<file path="src/rtl/ysyx_24100027_pc_seq_if.sv">
// Fetch/execute handshake bundle between the PC sequencer, instruction memory and datapath.
// master = sequencer side, slave = memory/datapath side.
interface ysyx_24100027_pc_seq_if;
    logic        ifu_req_valid;
    logic        ifu_req_ready;
    logic [31:0] ifu_addr;
    logic        inst_valid;
    logic [31:0] inst;
    logic [31:0] inst_q;
    logic        exu_valid;
    logic        exu_done;
    logic        PCActr;
    logic        PCBctr;
    logic [31:0] imm;
    logic [31:0] rs1;
    logic [31:0] pc;
    logic        retire;
    logic [31:0] instret;
    logic        trap;

    modport master (
        output ifu_req_valid, ifu_addr, inst_q, exu_valid, pc, retire, instret, trap,
        input  ifu_req_ready, inst_valid, inst, exu_done, PCActr, PCBctr, imm, rs1
    );

    modport slave (
        input  ifu_req_valid, ifu_addr, inst_q, exu_valid, pc, retire, instret, trap,
        output ifu_req_ready, inst_valid, inst, exu_done, PCActr, PCBctr, imm, rs1
    );
endinterface

</file>
<file path="src/rtl/ysyx_24100027_pc_seq.sv">
// Multi-cycle PC sequencer: fetch request, fetch wait, execute, with branch/jalr next-PC.
// Optional misaligned-target trap enabled by defining YSYX_24100027_PC_SEQ_MISALIGN_TRAP_EN.
module ysyx_24100027_pc_seq #(
    parameter logic [31:0] RESET_PC = 32'h8000_0000
) (
    input  logic                          clk,
    input  logic                          rst,
    ysyx_24100027_pc_seq_if.master        bus
);

    localparam logic [3:0] FETCH_REQ  = 4'b0001;
    localparam logic [3:0] FETCH_WAIT = 4'b0010;
    localparam logic [3:0] EXEC       = 4'b0100;
    localparam logic [3:0] TRAP       = 4'b1000;

    logic [3:0]  state_q,   state_d;
    logic [31:0] pc_q,      pc_d;
    logic [31:0] ir_q,      ir_d;
    logic        retire_q,  retire_d;
    logic [31:0] instret_q, instret_d;

    logic [31:0] next_pc_base;
    logic [31:0] next_pc_off;
    logic [31:0] next_pc;

`ifdef YSYX_24100027_PC_SEQ_MISALIGN_TRAP_EN
    logic        trap_q, trap_d;
    logic        misaligned;
`endif

    // Target address: base + offset, wrapping mod 2^32.
    always_comb begin
        next_pc_base = bus.PCBctr ? bus.rs1 : pc_q;
        next_pc_off  = bus.PCActr ? bus.imm : 32'd4;
        next_pc      = next_pc_base + next_pc_off;
        if (bus.PCBctr) begin
            next_pc[0] = 1'b0;
        end
`ifdef YSYX_24100027_PC_SEQ_MISALIGN_TRAP_EN
        misaligned   = next_pc[1];
`else
        next_pc[1:0] = 2'b00;
`endif
    end

    // NOTE: every always_comb output gets a default first so no path leaves it unassigned (no latches).
    always_comb begin
        state_d   = state_q;
        pc_d      = pc_q;
        ir_d      = ir_q;
        retire_d  = 1'b0;
        instret_d = instret_q;
`ifdef YSYX_24100027_PC_SEQ_MISALIGN_TRAP_EN
        trap_d    = trap_q;
`endif

        case (state_q)
            FETCH_REQ: begin
                if (bus.ifu_req_ready) begin
                    state_d = FETCH_WAIT;
                end
            end

            FETCH_WAIT: begin
                if (bus.inst_valid) begin
                    ir_d    = bus.inst;
                    state_d = EXEC;
                end
            end

            EXEC: begin
                if (bus.exu_done) begin
`ifdef YSYX_24100027_PC_SEQ_MISALIGN_TRAP_EN
                    if (misaligned) begin
                        trap_d  = 1'b1;
                        state_d = TRAP;
                    end else begin
                        pc_d      = next_pc;
                        retire_d  = 1'b1;
                        instret_d = instret_q + 32'd1;
                        state_d   = FETCH_REQ;
                    end
`else
                    pc_d      = next_pc;
                    retire_d  = 1'b1;
                    instret_d = instret_q + 32'd1;
                    state_d   = FETCH_REQ;
`endif
                end
            end

`ifdef YSYX_24100027_PC_SEQ_MISALIGN_TRAP_EN
            // Sticky until reset: everything stays frozen.
            TRAP: begin
                state_d = TRAP;
            end
`endif

            default: begin
                state_d = FETCH_REQ;
            end
        endcase
    end

    // NOTE: sequential state uses non-blocking assignments so all flops update together at the edge.
    always_ff @(posedge clk) begin
        if (rst) begin
            state_q   <= FETCH_REQ;
            pc_q      <= RESET_PC;
            ir_q      <= 32'd0;
            retire_q  <= 1'b0;
            instret_q <= 32'd0;
`ifdef YSYX_24100027_PC_SEQ_MISALIGN_TRAP_EN
            trap_q    <= 1'b0;
`endif
        end else begin
            state_q   <= state_d;
            pc_q      <= pc_d;
            ir_q      <= ir_d;
            retire_q  <= retire_d;
            instret_q <= instret_d;
`ifdef YSYX_24100027_PC_SEQ_MISALIGN_TRAP_EN
            trap_q    <= trap_d;
`endif
        end
    end

    // Handshake valids come straight from state so they are glitch-free after reset.
    assign bus.ifu_req_valid = (state_q == FETCH_REQ);
    assign bus.exu_valid     = (state_q == EXEC);
    assign bus.ifu_addr      = pc_q;
    assign bus.pc            = pc_q;
    assign bus.inst_q        = ir_q;
    assign bus.retire        = retire_q;
    assign bus.instret       = instret_q;
`ifdef YSYX_24100027_PC_SEQ_MISALIGN_TRAP_EN
    assign bus.trap          = trap_q;
`else
    assign bus.trap          = 1'b0;
`endif

endmodule

</file>
<file path="src/flat_wrapper.sv">
// flat-port wrapper written by rule: the top's interface ports become plain ports
module ysyx_24100027_pc_seq_flat 
#(
    parameter logic [31:0] RESET_PC = 32'h8000_0000
)
  (clk, rst, bus_ifu_req_valid, bus_ifu_addr, bus_inst_q, bus_exu_valid, bus_pc, bus_retire, bus_instret, bus_trap, bus_ifu_req_ready, bus_inst_valid, bus_inst, bus_exu_done, bus_PCActr, bus_PCBctr, bus_imm, bus_rs1);
  ysyx_24100027_pc_seq_if bus_i ();
  input  logic clk;
  input  logic rst;
  output wire logic [$bits(bus_i.ifu_req_valid)-1:0] bus_ifu_req_valid;
  output wire logic [$bits(bus_i.ifu_addr)-1:0] bus_ifu_addr;
  output wire logic [$bits(bus_i.inst_q)-1:0] bus_inst_q;
  output wire logic [$bits(bus_i.exu_valid)-1:0] bus_exu_valid;
  output wire logic [$bits(bus_i.pc)-1:0] bus_pc;
  output wire logic [$bits(bus_i.retire)-1:0] bus_retire;
  output wire logic [$bits(bus_i.instret)-1:0] bus_instret;
  output wire logic [$bits(bus_i.trap)-1:0] bus_trap;
  input wire logic [$bits(bus_i.ifu_req_ready)-1:0] bus_ifu_req_ready;
  input wire logic [$bits(bus_i.inst_valid)-1:0] bus_inst_valid;
  input wire logic [$bits(bus_i.inst)-1:0] bus_inst;
  input wire logic [$bits(bus_i.exu_done)-1:0] bus_exu_done;
  input wire logic [$bits(bus_i.PCActr)-1:0] bus_PCActr;
  input wire logic [$bits(bus_i.PCBctr)-1:0] bus_PCBctr;
  input wire logic [$bits(bus_i.imm)-1:0] bus_imm;
  input wire logic [$bits(bus_i.rs1)-1:0] bus_rs1;
  assign bus_ifu_req_valid = bus_i.ifu_req_valid;
  assign bus_ifu_addr = bus_i.ifu_addr;
  assign bus_inst_q = bus_i.inst_q;
  assign bus_exu_valid = bus_i.exu_valid;
  assign bus_pc = bus_i.pc;
  assign bus_retire = bus_i.retire;
  assign bus_instret = bus_i.instret;
  assign bus_trap = bus_i.trap;
  assign bus_i.ifu_req_ready = bus_ifu_req_ready;
  assign bus_i.inst_valid = bus_inst_valid;
  assign bus_i.inst = bus_inst;
  assign bus_i.exu_done = bus_exu_done;
  assign bus_i.PCActr = bus_PCActr;
  assign bus_i.PCBctr = bus_PCBctr;
  assign bus_i.imm = bus_imm;
  assign bus_i.rs1 = bus_rs1;
  ysyx_24100027_pc_seq #(.RESET_PC(RESET_PC)) u_core (.clk(clk), .rst(rst), .bus(bus_i));
endmodule
</file>
<file path="config.mk">
export PLATFORM = sky130hd
export DESIGN_NAME = ysyx_24100027_pc_seq_flat
export DESIGN_NICKNAME = d
export VERILOG_FILES = /design/src/rtl/ysyx_24100027_pc_seq_if.sv /design/src/rtl/ysyx_24100027_pc_seq.sv /design/src/flat_wrapper.sv
export SDC_FILE = /design/constraint.sdc
export NUM_CORES = 1
export LEC_CHECK = 0
export CAP_MARGIN = 20
export CORE_ASPECT_RATIO = 0.9
export CORE_MARGIN = 2
export CORE_UTILIZATION = 45
export CTS_CLUSTER_SIZE = 30
export DETAILED_ROUTE_END_ITERATION = 10
export PLACE_DENSITY = 0.84
export RECOVER_POWER = 50
export SLEW_MARGIN = 20
export SYNTH_ARGS = -nofsm -noshare
export SYNTH_HDL_FRONTEND = slang
export SYNTH_SLANG_ARGS = --single-unit
</file>
<file path="constraint.sdc">
create_clock -name clk -period 4.9 [get_ports clk]
set_input_delay 1.47 -clock clk [delete_from_list [all_inputs] [get_ports clk]]
set_output_delay 1.47 -clock clk [all_outputs]
set_load 0.005 [all_outputs]
</file>
==> flow_summary_export.csv, run 1 <==
group,metric,value,unit
sta,skew,0.00916,ns
worst_setup_path,worstPathMaxFanout,24,
placed_design,dpl.hpwl,14000,um
yosys,seq_area_frac_synth,30.5,%
clock_tree,cts_buffer_depth,2,
yosys,ys.flop_type,"dfxtp_1",
die,start_util,45.9,%
outcome,outcome,"finished with violations",
worst_hold_path,min_path_type,"flop to flop",
worst_setup_path,crit_cells,12,
global_routing,grt.total_usage,23.6,%
finish,fin_cells,1194,
sta,slew_viol_final,33,
finish,layout.nets,1130,
die,core_area,0.0140,sq mm
worst_setup_path,worstPathArrival,4.82,ns
clock_tree,ctsResizeCount,0,
job,drv_cap,1,
clock_tree,cts_sinks,98,
placed_design,gp_congestion,0.980,
placed_design,io_buffers,229,
global_routing,grt_pass1_vias,5865,
route,drtIter0Drc,595,
finish,final_layout_size_suffix_gt1_share,8.79,%
die,dieArea,0.0153,sq mm
sta,slew_headroom,-2.20,%
yosys,synth_xor_area_share,5.32,%
yosys,synth_edf_count,0,
clock_tree,numCtsBuffers,9,
clock_tree,path_clk_slew,0.07,ns
route,wl,18800,um
sta,fmax,221,MHz
yosys,yosys_warnings,0,
worst_setup_path,required,5.19,ns
route,vias,6459,
placed_design,dpl.cell_count,1178,
clock_tree,postCtsHoldBufs,0,
global_routing,overflow,0,
clock_tree,clockRootBuffer,"clkbuf_16",
clock_tree,cts_tree,"yes",
die,die_w,130,um
sta,setup_tns,0,ns
route,drc_errors,0,
sta,layout_min_cycle_time,4.53,ns
die,ios,235,
outcome,violations,"capacitance limit, slew limit",
global_routing,grt_max_degree,60,
power,p_leak,0.00365,uW
sta,tightest_slew,1.53,ns
clock_tree,htree_num_levels,3,
finish,syn2layout_area_growth,39.6,%
route,antenna_left,0,
worst_setup_path,crit_path_start_kind,"input port",
yosys,synth_area,0.00642,sq mm
worst_setup_path,crit_chain,"clkdlybuf4s50_1, buf_12, buf_4, mux2_2, ha_1, nand4_1, o221ai_2, a21oi_1, o2bb2ai_2, o21ai_0, a2111oi_0, a311o_1",
route,first_pass_iters,5,
sta,finalSetupViolations,0,
route,routedWlPerCell,15.7,um
sta,hold_viol_final,0,
global_routing,grt_pass1_wl,29300,um
sta,rsz0062_at_grt,"false",
yosys,synth_top_family_by_area,"simple AND/OR/NAND/NOR gates",
yosys,synth_fa_ha_area_share,6.04,%
power,p_per_area,214,mW/mm^2
yosys,synth_simple_gate_area_share,24.6,%
worst_setup_path,r2r_cells,10,
finish,fin_util,64.1,%
yosys,syn_area_per_cell,7.94,sq um
sta,whs,0.448,ns
power,peakVddDrop,0.000172,V
clock_tree,post_cts_buffers,0,
route,via_per_inst,5.41,
clock_tree,clk_latency,0.35,ns
yosys,synth-seq-cells,98,
yosys,muxShareOfSynthArea,5.24,%
worst_setup_path,crit_buf_inv,3,
worst_setup_path,end_kind,"flop",
finish,final_cell_mix,"131 x nand2_1, 131 x clkdlybuf4s50_1, 98 x dfxtp_1",
sta,fin_crit_sh,92.4,%
worst_hold_path,worstHoldPathCells,2,
yosys,synth_cells,809,
die,rows,41,
yosys,yosysUniqueCellTypes,73,
yosys,async_flop_share,0,%
worst_setup_path,path_class,"input port to flop",
yosys,synth_compound_area_share,20.2,%
finish,n_antenna_cell,0,
die,die_h,117,um
worst_setup_path,max_stage_delay,0.51,ns
worst_setup_path,cpLargestDelayFamily,"compound AO/OA/AOI/OAI gates",
worst_setup_path,critPathSlowestCell,"clkdlybuf4s50_1",
global_routing,grt_antenna_before_repair,0,
==> report_power, final <==
group,internal (uW),switching (uW)
sequential,800,2.50
clock,452,323
combinational,173,166
total,1430,492
==> worst min-delay path: stages (launching register included) <==
cell and delay, ns:
dfxtp_1 0.30, nand2_1 0.05, a21oi_1 0.05
==> cell families after synthesis <==
family | count (synthesis)
and+or+nand+nor | 323
AOI/OAI and AO/OA | 196
DFF | 98
buffers and inverters | 91
xor gates and xnor gates | 39
adders and majority gates | 31
muxes | 30
other | 1
==> path summary, 6_finish.rpt <==
check,start,end,slack [ns]
min reg2reg,u_core.bus.inst_q[0],u_core.bus.inst_q[0],0.45
max,bus_PCBctr,u_core.bus.ifu_addr[17],0.37
max reg2reg,u_core.bus.ifu_addr[14],u_core.bus.ifu_addr[27],1.99
min,u_core.bus.inst_q[0],u_core.bus.inst_q[0],0.45
==> state kept, by name, indices dropped and copies added (netlist names) <==
signal and flops:
u_core.bus.ifu_addr 30, u_core.bus.inst_q 32, u_core.bus.instret 32, u_core.bus.retire 1
u_core.state_q 3
==> cell usage after synthesis, types with 6 or more instances <==
cell type / number / area [sq um]
a21o_1: 16 / 120
a21oi_1: 84 / 420
a31oi_1: 7 / 43.8
and2_1: 34 / 213
and3_1: 11 / 68.8
buf_4: 35 / 263
clkbuf_1: 29 / 109
dfxtp_1: 98 / 1960
ha_1: 31 / 388
inv_1: 18 / 67.6
mux2_2: 29 / 327
nand2_1: 131 / 492
nand3_1: 35 / 175
nand4_1: 9 / 56.3
nor2_1: 47 / 176
nor3_1: 10 / 50.1
o21a_1: 6 / 45.0
o21ai_0: 30 / 150
or3_1: 13 / 81.3
xnor2_1: 20 / 175
xor2_1: 19 / 166
==> final cells by class <==
type                       count  area [sq um]
multi-input combinational    624          3970
clock buffer                  11           233
inverter                      18          67.6
fill                        1210          5030
timing repair buffer         245          2420
clock inverter                 5          85.1
tap                          193           241
sequential                    98          1960
==> per-layer routing <==
layer  vias to the layer above  share of wire, %  GRT usage (%)
met3                        41               7.0           4.24
met5                         -                 0              0
li1                       3183                 -              -
met4                         0               2.4           7.93
met2                       256                45           37.1
met1                      2979                46           32.4
==> per-stage QoR <==
step                setup slack [ns]  total power [uW]  cell area (sq um)
finish                         0.374              1920               8970
global route                   0.283              1990               8970
global placement               0.201              1150               8660
detailed placement            0.0899              1150               8660
floorplan                      0.576              1020               6440
CTS                            0.454              1930               8970
(Power assumes the default switching activity.)
==> run 2, diff against run 1 <==
--- a/config.mk
+++ b/config.mk
@@ -13,6 +13,7 @@
 export DETAILED_ROUTE_END_ITERATION = 10
 export PLACE_DENSITY = 0.84
 export RECOVER_POWER = 50
+export REMOVE_ABC_BUFFERS = 1
 export SLEW_MARGIN = 20
 export SYNTH_ARGS = -nofsm -noshare
 export SYNTH_HDL_FRONTEND = slang
==> flow_summary_export.csv, run 2 (synthesized netlist as in run 1, its figures left out) <==
group,metric,value,unit
finish,fillers,1213,
sta,finalSetupViolations,0,
worst_setup_path,end_kind,"flop",
power,power.switching,495,uW
sta,fin_crit_sh,89.8,%
sta,setup_tns,0,ns
sta,tightest_slew,1.95,ns
clock_tree,ctsResizeCount,0,
power,peakVddDrop,0.000178,V
outcome,outcome,"finished with violations",
clock_tree,path_clk_slew,0.07,ns
route,routedWlPerCell,15.3,um
route,vias,6387,
finish,final_common_cell,"nand2_1",
clock_tree,cts_tree,"yes",
clock_tree,htree_num_levels,3,
power,switching_share,26.4,%
worst_setup_path,worstPathMaxFanout,22,
route,via_per_inst,5.37,
clock_tree,clk_latency,0.36,ns
clock_tree,cts_sinks,98,
die,start_util,45.9,%
worst_setup_path,worstPathArrival,4.56,ns
route,wl,18200,um
die,die_w,130,um
sta,slew_viol_final,90,
die,ios,235,
die,die_h,117,um
route,drtIter0Drc,404,
clock_tree,postCtsHoldBufs,0,
worst_setup_path,required,5.06,ns
power,p_per_area,210,mW/mm^2
global_routing,overflow,0,
clock_tree,cts_buffer_depth,2,
power,power.internal,1380,uW
sta,slew_headroom,-29.9,%
sta,whs,0.450,ns
power,clockPowerShare,39.7,%
worst_hold_path,min_path_type,"flop to flop",
outcome,violations,"capacitance limit, slew limit",
finish,layout.nets,1126,
sta,layout_min_cycle_time,4.40,ns
finish,n_antenna_cell,0,
power,power_frac_comb,17.6,%
sta,rsz0062_at_grt,"false",
power,pwr-share-seq,42.7,%
placed_design,gp_congestion,0.949,
global_routing,grt_max_degree,90,
placed_design,io_buffers,229,
finish,final_layout_size_suffix_gt1_share,8.73,%
placed_design,dpl.hpwl,13500,um
global_routing,grt_pass1_vias,5877,
clock_tree,numCtsBuffers,9,
sta,hold_viol_final,0,
die,core_area,0.0140,sq mm
worst_setup_path,crit_path_start_kind,"input port",
route,drc_errors,0,
clock_tree,post_cts_buffers,0,
worst_setup_path,path_class,"input port to flop",
global_routing,grt_antenna_before_repair,0,
die,dieArea,0.0153,sq mm
power,p_leak,0.00365,uW
sta,fmax,227,MHz
global_routing,grt_pass1_wl,28800,um
sta,skew,0.00688,ns
route,antenna_left,0,
clock_tree,clockRootBuffer,"clkbuf_16",
finish,syn2layout_area_growth,38.9,%
finish,final_cell_mix,"131 x nand2_1, 122 x clkdlybuf4s50_1, 106 x dlygate4sd3_1",
die,rows,41,
job,drv_cap,1,
global_routing,grt.total_usage,23.2,%
route,first_pass_iters,4,
## run 2: changes by cell type in the layout (fill, tap and decap cells not counted), sizes merged
cell	change
clkdlybuf4s50	-9
dlygate4sd3	+9
buf	-3
clkbuf	-2
bufinv	-1
clkinv	+1
## run 2: metal layers
layer	track usage [%]	share of wire [%]
met1	30.0	43
met2	38.0	47
met3	5.11	7.7
met4	7.66	2.2
met5	0	0
## run 2: layout make-up
class | instances | area [sq um] | share of cell area (%)
inverters | 18 | 67.6 | 0.757
clock buffers | 10 | 239 | 2.68
clock inverters | 5 | 62.6 | 0.701
repair buffers | 241 | 2390 | 26.7
well taps | 193 | 241 | 2.71
flip-flops and latches | 98 | 1960 | 22.0
multi-input cells | 624 | 3970 | 44.4
## run 2: worst paths after layout
path | startpoint | endpoint | slack (ns) | depth (start not counted)
setup reg to reg | u_core.bus.ifu_addr[14] | u_core.bus.ifu_addr[27] | 2.04 | 9
setup / recovery | bus_PCBctr | u_core.bus.ifu_addr[27] | 0.50 | 11
hold / removal | u_core.bus.inst_q[13] | u_core.bus.inst_q[13] | 0.45 | 2
hold reg to reg | u_core.bus.inst_q[13] | u_core.bus.inst_q[13] | 0.45 | 2
## run 2: per-stage QoR
stage	cells	power (uW)	setup slack, ns	area [sq um]	util, %
after global routing	1189	1950	0.365	8930	63.7
after global placement	1174	1140	0.194	8630	61.6
after detailed placement	1174	1150	0.171	8630	61.6
after floorplan	740	993	1.11	5990	-
final	1189	1880	0.502	8930	63.7
after CTS	1189	1890	0.551	8930	63.8
## run 2: worst max-delay path, cell delays in order
cell,delay (ns)
clkdlybuf4s50_1,0.50
buf_12,0.19
mux2_2,0.35
ha_1,0.36
a21o_1,0.24
o21a_1,0.22
a311oi_4,0.37
a311oi_4,0.18
a311oi_2,0.40
or3_1,0.17
a311oi_2,0.09
## run 2: power by group through the flow
stage | registers, uW | logic, uW | clock network [uW]
after global routing | 802 | 359 | 790
after floorplan | 821 | 172 | 0
after global placement | 821 | 324 | 0
after detailed placement | 821 | 327 | 0
after CTS | 802 | 329 | 758
final | 802 | 331 | 744
